--- config.mk ---
export PLATFORM = sky130hd
export DESIGN_NAME = uart_rx_param_flat
export DESIGN_NICKNAME = d
export VERILOG_FILES = /design/src/rtl/uart_rx_pkg.sv /design/src/rtl/uart_rx_if.sv /design/src/rtl/uart_rx_bit_timer.sv /design/src/rtl/uart_rx_param.sv /design/src/flat_wrapper.sv
export SDC_FILE = /design/constraint.sdc
export NUM_CORES = 1
export LEC_CHECK = 0
export BUFFER_PORTS_ARGS = -buffer_cell sky130_fd_sc_hd__buf_2
export CAP_MARGIN = 10
export CORE_MARGIN = 5
export CORE_UTILIZATION = 55
export CTS_BUF_LIST = sky130_fd_sc_hd__clkbuf_4 sky130_fd_sc_hd__clkbuf_8
export DETAILED_ROUTE_END_ITERATION = 16
export PLACE_DENSITY = 0.7
export RECOVER_POWER = 50
export SLEW_MARGIN = 5
export SYNTH_ARGS = -nofsm -noshare
export SYNTH_HDL_FRONTEND = slang
export SYNTH_SLANG_ARGS = --single-unit
--- constraint.sdc ---
create_clock -name i_Clock -period 3 [get_ports i_Clock]
set_clock_uncertainty 0.05 [all_clocks]
set_input_delay 0.15 -clock i_Clock [delete_from_list [all_inputs] [get_ports i_Clock]]
set_output_delay 0.15 -clock i_Clock [all_outputs]
set_load 0.03 [all_outputs]
--- src/rtl/uart_rx_pkg.sv ---
// Shared types and constants for the parametrised UART receiver.
// Optional build macro UART_RX_MAJORITY_EN (see uart_rx_bit_timer) uses maj3 below.
package uart_rx_pkg;

  typedef enum logic [2:0] {
    ST_IDLE      = 3'd0,
    ST_START     = 3'd1,
    ST_DATA      = 3'd2,
    ST_PARITY    = 3'd3,
    ST_STOP      = 3'd4,
    ST_CLEANUP   = 3'd5,
    ST_WAIT_HIGH = 3'd6
  } rx_state_t;

  localparam int PAR_NONE = 0;
  localparam int PAR_EVEN = 1;
  localparam int PAR_ODD  = 2;

  // 2-of-3 vote used when majority sampling is built in
  function automatic logic maj3(input logic a, input logic b, input logic c);
    return (a & b) | (a & c) | (b & c);
  endfunction

endpackage

--- src/rtl/uart_rx_if.sv ---
// Receiver-side signal bundle: enable and serial line in, received word and status out.
// master drives the line and enable; slave is the receiver itself.
interface uart_rx_if #(
  parameter int DATA_BITS = 8
);
  logic                 i_Enable;
  logic                 i_Rx_Serial;
  logic                 o_Rx_DV;
  logic [DATA_BITS-1:0] o_Rx_Byte;
  logic                 o_Parity_Err;
  logic                 o_Frame_Err;
  logic                 o_Busy;

  modport master (
    output i_Enable,
    output i_Rx_Serial,
    input  o_Rx_DV,
    input  o_Rx_Byte,
    input  o_Parity_Err,
    input  o_Frame_Err,
    input  o_Busy
  );

  modport slave (
    input  i_Enable,
    input  i_Rx_Serial,
    output o_Rx_DV,
    output o_Rx_Byte,
    output o_Parity_Err,
    output o_Frame_Err,
    output o_Busy
  );
endinterface

--- src/rtl/uart_rx_bit_timer.sv ---
// Baud counter producing the half-bit and full-bit sample strobes plus the sampled value.
// With UART_RX_MAJORITY_EN defined, strobes move one cycle later and carry a 2-of-3 vote.
module uart_rx_bit_timer #(
  parameter int CLKS_PER_BIT = 5208
) (
  input  logic clk,
  input  logic rst,
  input  logic clear,
  input  logic rx_s,
  output logic bit_tick,
  output logic half_tick,
  output logic bit_val
);
  import uart_rx_pkg::*;

  localparam int CNT_W = $clog2(CLKS_PER_BIT);
  localparam logic [CNT_W-1:0] LAST_CNT = CNT_W'(CLKS_PER_BIT - 1);
  localparam logic [CNT_W-1:0] HALF_CNT = CNT_W'((CLKS_PER_BIT - 1) / 2);

  logic [CNT_W-1:0] cnt;
  logic             at_last;
  logic             at_half;

  assign at_last = (cnt == LAST_CNT);
  assign at_half = (cnt == HALF_CNT);

  // Free-running bit counter, wraps at every bit boundary and is held at 0 while cleared
  always_ff @(posedge clk) begin
    if (rst || clear) begin
      cnt <= '0;
    end else if (at_last) begin
      cnt <= '0;
    end else begin
      cnt <= cnt + 1'b1;
    end
  end

`ifdef UART_RX_MAJORITY_EN
  logic [1:0] hist;
  logic       last_d;
  logic       half_d;

  // hist holds rx_s from the sample point and the cycle before it when the delayed strobe fires
  always_ff @(posedge clk) begin
    if (rst) begin
      hist   <= 2'b11;
      last_d <= 1'b0;
      half_d <= 1'b0;
    end else begin
      hist   <= {hist[0], rx_s};
      last_d <= at_last && !clear;
      half_d <= at_half && !clear;
    end
  end

  assign bit_tick  = last_d;
  assign half_tick = half_d;
  assign bit_val   = maj3(hist[1], hist[0], rx_s);
`else
  assign bit_tick  = at_last;
  assign half_tick = at_half;
  assign bit_val   = rx_s;
`endif

endmodule

--- src/rtl/uart_rx_param.sv ---
// Parametrised UART receiver: 2-flop synchroniser, frame FSM, parity and framing checks.
// Build option UART_RX_MAJORITY_EN selects 3-sample majority voting in the bit timer.
module uart_rx_param #(
  parameter int CLKS_PER_BIT = 5208,
  parameter int DATA_BITS    = 8,
  parameter int PARITY_MODE  = 0,
  parameter int STOP_BITS    = 1
) (
  input logic      i_Clock,
  input logic      i_Reset,
  uart_rx_if.slave bus
);
  import uart_rx_pkg::*;

  localparam int               IDX_W      = $clog2(DATA_BITS);
  localparam logic [IDX_W-1:0] LAST_IDX   = IDX_W'(DATA_BITS - 1);
  localparam bit               PARITY_ON  = (PARITY_MODE != PAR_NONE);
  localparam bit               PARITY_ODD = (PARITY_MODE == PAR_ODD);

  rx_state_t            state;
  rx_state_t            next_state;
  logic                 sync1;
  logic                 sync2;
  logic                 rx_s;
  logic                 timer_clear;
  logic                 bit_tick;
  logic                 half_tick;
  logic                 bit_val;
  logic [DATA_BITS-1:0] shift;
  logic [IDX_W-1:0]     bit_index;
  logic                 stop_index;
  logic                 par_err;
  logic                 frm_err;
  logic [DATA_BITS-1:0] byte_q;
  logic                 par_q;
  logic                 frm_q;
  logic                 last_data;
  logic                 last_stop;
  logic                 exp_parity;

  // Synchroniser flops idle at the line's high level so reset never looks like a start bit
  always_ff @(posedge i_Clock) begin
    if (i_Reset) begin
      sync1 <= 1'b1;
      sync2 <= 1'b1;
    end else begin
      sync1 <= bus.i_Rx_Serial;
      sync2 <= sync1;
    end
  end

  assign rx_s = sync2;

  uart_rx_bit_timer #(
    .CLKS_PER_BIT(CLKS_PER_BIT)
  ) u_timer (
    .clk      (i_Clock),
    .rst      (i_Reset),
    .clear    (timer_clear),
    .rx_s     (rx_s),
    .bit_tick (bit_tick),
    .half_tick(half_tick),
    .bit_val  (bit_val)
  );

  assign last_data  = (bit_index == LAST_IDX);
  assign last_stop  = (STOP_BITS == 1) ? 1'b1 : stop_index;
  assign exp_parity = (^shift) ^ PARITY_ODD;

  // Counter restarts on entering START and again at the centre of the start bit
  assign timer_clear = (state == ST_IDLE) || (next_state == ST_IDLE) ||
                       ((state == ST_START) && (next_state == ST_DATA));

  always_ff @(posedge i_Clock) begin
    if (i_Reset) begin
      state <= ST_IDLE;
    end else begin
      state <= next_state;
    end
  end

  always_comb begin
    next_state = state;
    if (!bus.i_Enable) begin
      next_state = ST_IDLE;
    end else begin
      case (state)
        ST_IDLE:      if (!rx_s) next_state = ST_START;
        ST_START:     if (half_tick) next_state = bit_val ? ST_IDLE : ST_DATA;
        ST_DATA:      if (bit_tick && last_data) next_state = PARITY_ON ? ST_PARITY : ST_STOP;
        ST_PARITY:    if (bit_tick) next_state = ST_STOP;
        ST_STOP:      if (bit_tick && last_stop) next_state = ST_CLEANUP;
        ST_CLEANUP:   next_state = (frm_q && !rx_s) ? ST_WAIT_HIGH : ST_IDLE;
        ST_WAIT_HIGH: if (rx_s) next_state = ST_IDLE;
        default:      next_state = ST_IDLE;
      endcase
    end
  end

  // Frame datapath; the delivered word and flags load together on the edge into CLEANUP
  always_ff @(posedge i_Clock) begin
    if (i_Reset) begin
      shift      <= '0;
      bit_index  <= '0;
      stop_index <= 1'b0;
      par_err    <= 1'b0;
      frm_err    <= 1'b0;
      byte_q     <= '0;
      par_q      <= 1'b0;
      frm_q      <= 1'b0;
    end else if (!bus.i_Enable || (state == ST_IDLE)) begin
      bit_index  <= '0;
      stop_index <= 1'b0;
      par_err    <= 1'b0;
      frm_err    <= 1'b0;
    end else begin
      case (state)
        ST_DATA: begin
          if (bit_tick) begin
            shift[bit_index] <= bit_val;
            bit_index        <= bit_index + 1'b1;
          end
        end
        ST_PARITY: begin
          if (bit_tick) par_err <= (bit_val != exp_parity);
        end
        ST_STOP: begin
          if (bit_tick) begin
            stop_index <= 1'b1;
            frm_err    <= frm_err | ~bit_val;
            if (last_stop) begin
              byte_q <= shift;
              par_q  <= PARITY_ON && par_err;
              frm_q  <= frm_err | ~bit_val;
            end
          end
        end
        default: ;
      endcase
    end
  end

  always_comb begin
    bus.o_Rx_DV      = (state == ST_CLEANUP);
    bus.o_Busy       = (state != ST_IDLE);
    bus.o_Rx_Byte    = byte_q;
    bus.o_Parity_Err = par_q;
    bus.o_Frame_Err  = frm_q;
  end

endmodule
--- src/flat_wrapper.sv ---
// flat-port wrapper written by rule: the top's interface ports become plain ports
module uart_rx_param_flat import uart_rx_pkg::*;
#(
  parameter int CLKS_PER_BIT = 5208,
  parameter int DATA_BITS    = 8,
  parameter int PARITY_MODE  = 0,
  parameter int STOP_BITS    = 1
)
  (i_Clock, i_Reset, bus_i_Enable, bus_i_Rx_Serial, bus_o_Rx_DV, bus_o_Rx_Byte, bus_o_Parity_Err, bus_o_Frame_Err, bus_o_Busy);
  uart_rx_if #(.DATA_BITS(DATA_BITS)) bus_i ();
  input logic i_Clock;
  input logic i_Reset;
  input wire logic [$bits(bus_i.i_Enable)-1:0] bus_i_Enable;
  input wire logic [$bits(bus_i.i_Rx_Serial)-1:0] bus_i_Rx_Serial;
  output wire logic [$bits(bus_i.o_Rx_DV)-1:0] bus_o_Rx_DV;
  output wire logic [$bits(bus_i.o_Rx_Byte)-1:0] bus_o_Rx_Byte;
  output wire logic [$bits(bus_i.o_Parity_Err)-1:0] bus_o_Parity_Err;
  output wire logic [$bits(bus_i.o_Frame_Err)-1:0] bus_o_Frame_Err;
  output wire logic [$bits(bus_i.o_Busy)-1:0] bus_o_Busy;
  assign bus_i.i_Enable = bus_i_Enable;
  assign bus_i.i_Rx_Serial = bus_i_Rx_Serial;
  assign bus_o_Rx_DV = bus_i.o_Rx_DV;
  assign bus_o_Rx_Byte = bus_i.o_Rx_Byte;
  assign bus_o_Parity_Err = bus_i.o_Parity_Err;
  assign bus_o_Frame_Err = bus_i.o_Frame_Err;
  assign bus_o_Busy = bus_i.o_Busy;
  uart_rx_param #(.CLKS_PER_BIT(CLKS_PER_BIT), .DATA_BITS(DATA_BITS), .PARITY_MODE(PARITY_MODE), .STOP_BITS(STOP_BITS)) u_core (.i_Clock(i_Clock), .i_Reset(i_Reset), .bus(bus_i));
endmodule
# Word-level counts from Yosys, hierarchy flattened
# Index checks and enable logic that the tools add are counted.
# classes
reduce_logical	19
n_bitwise	3
n_eq_ne	10
muxes	13
add_sub_neg	2
order_cmp	2
# op_table
op	n
3-bit 2-to-1 mux	8
3-bit case mux with 7 select lines	1
13-bit by 1-bit adder with 13-bit output, second input constant	1
13-bit by 12-bit == test with 1-bit output, second input constant	1
13-bit == test, second input constant	1
3-bit == test, second input constant	4
3-bit by 2-bit == test with 1-bit output, second input constant	3
8-bit bitwise mux	1
3-bit logical NOT	2
3-bit AND reduction	2
1-bit logical AND	4
1-bit logical OR	4
3-bit by 4-bit < comparator with 1-bit output, second input constant	1
2-bit AND reduction	2
2-bit OR reduction	2
3-bit by 1-bit adder with 3-bit output, second input constant	1
1-bit demux with 3-bit select	1
3-bit by 1-bit == test with 1-bit output, second input constant	1
3-bit by 1-bit greater-or-equal comparator with 1-bit output, second input constant	1
3-bit nonzero test	1
1-bit logical NOT	2
2-bit 2-to-1 mux	1
1-bit NOT	2
1-bit 2-to-1 mux	1
1-bit bitwise OR	1
# totals
elab_cells	58
ff_bits	39
in_bits	4

# Depth between registers and ports, before layout
# depth
depth_word	10
depth_mapped	8
depth_no_buf	7

# Hierarchy
# A second synthesis with hierarchy kept.
# hier_totals
cells_unflattened	210
hier_area_um2	1928.1
# modules_own_cells
mod	area_per_inst_um2	cells_per_inst	seq_area_each_um2	n_inst
uart_rx_param	1280.0	141	520.5	1
uart_rx_bit_timer	648.1	69	260.2	1

# Least setup slack after synthesis
# OpenSTA, ideal clock, no wires.
# synth_path
kind	register to register
start	register u_core.u_timer.cnt[0]
end	register u_core.u_timer.cnt[10]
setup_slack_ns	1.082
stages_incl_launch_ff	8
t_required_ns	2.838
t_arrival_ns	1.756
period_less_slack_ns	1.918
path_cell_list	dfxtp_1 > ha_1 > nand4bb_4 > nor4_4 > o22ai_1 > nor4_4 > buf_6 > nor2_1
# synth_between
elab_chain_cells	10
elab_cells_between_ends	17
# synth_rtl
element	line_no	source
start, declared	uart_rx_bit_timer.sv:20	logic [CNT_W-1:0] cnt;
start signal, assigned	uart_rx_bit_timer.sv:34	cnt <= cnt + 1'b1;
13-bit == test	uart_rx_bit_timer.sv:24	assign at_last = (cnt == LAST_CNT);
1-bit logical AND	uart_rx_param.sv:90	ST_DATA: if (bit_tick && last_data) next_state = PARITY_ON ? ST_PARITY : ST_STOP;
3-bit 2-to-1 mux	uart_rx_param.sv:90	
3-bit case mux with 7 select lines	uart_rx_param.sv:87	case (state)
3-bit 2-to-1 mux	uart_rx_param.sv:84	if (!bus.i_Enable) begin
3-bit by 2-bit == test with 1-bit output or 3-bit logical NOT (tied branches)	uart_rx_param.sv:72, uart_rx_param.sv:71	
1-bit logical AND or 1-bit logical OR (tied branches)	uart_rx_param.sv:72, uart_rx_param.sv:71	
1-bit logical OR	uart_rx_param.sv:71	assign timer_clear = (state == ST_IDLE) || (next_state == ST_IDLE) ||
1-bit logical OR	uart_rx_bit_timer.sv:29	if (rst || clear) begin
2-bit OR reduction (no source line)	n/a	
# Several ways; a longest one is shown, not always the timed one.
# A chain may end at the register's enable or synchronous reset.

# Worst setup path in the final report
# layout_path
start	register u_core.u_timer.cnt[0]
end	register u_core.u_timer.cnt[1]
# Same word-level chain as after synthesis.

==> results.py <==
metrics = {
    "run_status": {
        "outcome": "finished clean",
    },
    "placement": {
        "place_hpwl_mm": 2.705,
        "port_buffers": 14,
        "gp_congestion": 0.8246,
    },
    "clocking": {
        "cts-resized-gates": 0,
        "cts_made_buffers": 5,
        "clk_latency_ns": 0.33,
        "cts_sinks": 39,
        "cts_buffer_depth": 2,
        "post-cts-setup-buffer-count": 0,
        "root_buffer": "clkbuf_4",
        "cts_tree": "yes",
        "path_clk_slew_ns": 0.11,
        "h-tree-depth": 2,
    },
    "worst_setup_path": {
        "crit_slowest_cell": "nor4_4",
        "worstSetupPathType": "register to register",
        "crit_arrival_ns": 2.76,
        "path_cells": "ha_1 -> nand4bb_1 -> nor4_4 -> o22ai_1 -> nor4_4 -> and3b_1",
        "cp-start-kind": "register",
        "cpMostUsedCell": "nor4_4",
        "crit_fanout": 13,
        "required_ns": 3.19,
        "critPathCaptureType": "register",
        "regToRegSetupSlack_ns": 0.43,
        "cp_slowest_stage_delay_ns": 0.69,
        "r2r-start": "u_core.u_timer.cnt[0]",
        "critPathLaunch": "u_core.u_timer.cnt[0]",
    },
    "pwr": {
        "clkPwrFrac_pct": 32.5,
        "irDropWorstVdd_v": 0.0002859,
        "seqPwrFrac_pct": 64.4,
        "power.switching_mw": 0.1743,
        "leakagePower_nw": 0.8603,
        "p_per_area_nw_per_um2": 388.0,
        "combPwrFrac_pct": 3.1,
        "switching_share_pct": 21.50,
        "internal_power_mw": 0.6364,
    },
    "floorplanning": {
        "die_w_um": 70.13,
        "num_rows": 21,
        "pin_count": 16,
        "start_util_pct": 58.21,
        "core_region_area_sq_um": 3416,
        "die_h_um": 70.13,
        "dieArea_sq_um": 4918,
    },
    "logic_synthesis": {
        "ys.flop_type": "dfxtp_1",
        "syn_nets": 225,
        "yosysUniqueCellTypes": 44,
        "synthArstFlopShare_pct": 0,
        "synth-seq-cells": 39,
        "yosys_warnings": 0,
        "synth_top_area_share_pct": 39.27,
        "synthTopCellsByArea": "dfxtp_1, mux2i_1, nor2_1",
        "synthCells": 218,
        "netlist_area_sq_um": 1988,
        "synth_area_per_cell_sq_um": 9.120,
        "ys_seq_area_share_pct": 39.27,
        "synth_edf_count": 0,
        "yosys.area.top_type": "dfxtp_1",
    },
    "final_layout": {
        "syn_to_final_growth_pct": 5.097,
        "diodes": 0,
        "final_common_cell": "dfxtp_1",
        "post-route-util_pct": 61.17,
        "regArea_sq_um": 780.7,
        "drive_above_1_share_pct": 8.225,
        "multi_input_area_sq_um": 1101,
        "nNetsFinal": 237,
        "fillers": 305,
        "final_cell_mix": "dfxtp_1, nor2_1, mux2i_1, nand2_1, clkbuf_1",
    },
    "sta": {
        "finalHoldViolCount": 0,
        "worst_pin_slew_ns": 0.7030,
        "final.setup.tns_ns": 0,
        "finalSetupViolCount": 0,
        "max_freq_mhz": 389.5,
        "rsz0062_at_grt": "false",
        "report.final.slew_viol_count": 0,
        "max_slew_margin_pct": 52.78,
        "fin_crit_sh_pct": 85.57,
        "finalCriticalPeriod_ns": 2.567,
    },
    "global_routing": {
        "grt_remaining_overflow": 0,
        "grt_pass1_vias": 1449,
        "grt_usage_pct": 16.49,
        "antenna_found_initial": 0,
        "grt_pass1_wl_mm": 6.596,
        "grt_max_degree": 25,
    },
    "detailed_routing": {
        "routed.top_layer": "met4",
        "post_drt_wl_per_cell_um": 13.18,
        "wl_met1_mm": 1.759,
        "dr.pass1.iters": 4,
        "via_count": 1538,
        "post_drt_via_cell_ratio": 5.552,
        "initialDrtViolationCount": 138,
        "dr_wl_met3_um": 169,
        "wirelength_mm": 3.650,
        "drcViolationCount": 0,
        "final_antenna_net_count": 0,
        "route.met2.wl_mm": 1.622,
    },
    "hold_path": {
        "min-delay-start": "i_Reset",
        "hp-class": "input port to register",
    },
    "flow_run": {
        "drv_cap": 0,
    },
}
final cells by class:
cell class | count | area share [%]
multi-input cells | 163 | 52.69
flip-flops and latches | 39 | 37.37
repair buffers | 18 | 3.892
well taps | 46 | 2.754
clock buffers | 7 | 2.515
inverters | 3 | 0.5389
clock inverters | 1 | 0.2395
metrics by stage:
step	hold slack, ns	std cells	power (mW)	setup slack (ns)	instance area [sq um]
2_1_floorplan	0.2038	218	0.5530	1.082	1988
3_3_place_gp	0.2900	268	0.5571	0.6818	2066
3_5_place_dp	0.2923	268	0.5577	0.5606	2066
4_1_cts	0.1335	277	0.8282	0.5335	2133
5_1_grt	0.1523	277	0.8522	0.2264	2090
6_report	0.1591	277	0.8107	0.4329	2090
cells in the mapped netlist (2+ instances only):
cell	count
and3_1	5
nor2b_1	6
clkbuf_1	5
a211oi_1	3
nor4_4	2
nand3_1	9
ha_1	3
dfxtp_1	39
inv_1	3
nor2_1	36
a21oi_1	2
xor2_1	4
nor3b_1	3
a2bb2oi_1	2
o21ai_0	3
nand2b_1	3
nor3_1	6
a31oi_1	2
nand4_1	6
or2_2	2
buf_4	3
buf_2	4
and2_1	2
nor4bb_1	2
nand4bb_4	2
nand2_1	16
xnor2_1	8
nand3b_1	3
mux2i_1	19
flip-flops by register name (all words and copies together), names as in the netlist:
register and cells:
u_core.u_timer.cnt 13, u_core.bus.o_Rx_Byte 8, u_core.shift 8, u_core.bit_index 3, u_core.state 3, u_core.bus.o_Frame_Err 1
u_core.frm_err 1, u_core.rx_s 1, u_core.sync1 1
metal layers:
layer | vias to the layer above | global-route usage [%]
met4 | 0 | 8.298
met2 | 27 | 25.71
met3 | 10 | 5.595
met1 | 714 | 20.12
li1 | 787 | -
met5 | - | 0
cells by family after synthesis:
group	Yosys count	share of synthesized area (%)
DFF	39	39.27
AOI/OAI and AO/OA	16	5.475
xor gates and xnor gates	12	5.286
buffers and inverters	16	4.216
muxes	19	9.566
and+or+nand+nor	112	34.11
adders and majority gates	3	1.888
other	1	0.1886
what timing repair did:
action,CTS,global route
hold buffers,1,0
hold endpoints to repair,1,0
setup endpoints to repair,0,0
worst paths after layout:
path | endpoint | cells past startpoint
worst max-delay path | u_core.u_timer.cnt[1] | 6
worst min register to register | u_core.rx_s | 1
worst max register to register | u_core.u_timer.cnt[1] | 6
worst min-delay path | u_core.shift[0] | 2
power by group through the flow:
stage	Sequential [mW]	Clock (mW)	Combinational, mW
after floorplan	0.531	0	0.0216
after global placement	0.534	0	0.0233
after detailed placement	0.534	0	0.0238
after CTS	0.522	0.281	0.0249
after global routing	0.523	0.302	0.0273
final	0.522	0.264	0.0248
worst max-delay path, delay by kind of cell (launching register included):
| kind | cells | cell delay, ns |
|---|---|---|
| adder cells (fa/ha/maj) | 1 | 0.29 |
| AO/OA/AOI/OAI | 1 | 0.16 |
| flip-flops | 1 | 0.38 |
| AND/OR/NAND/NOR | 4 | 1.60 |
Power figures use the tool's default switching activity.
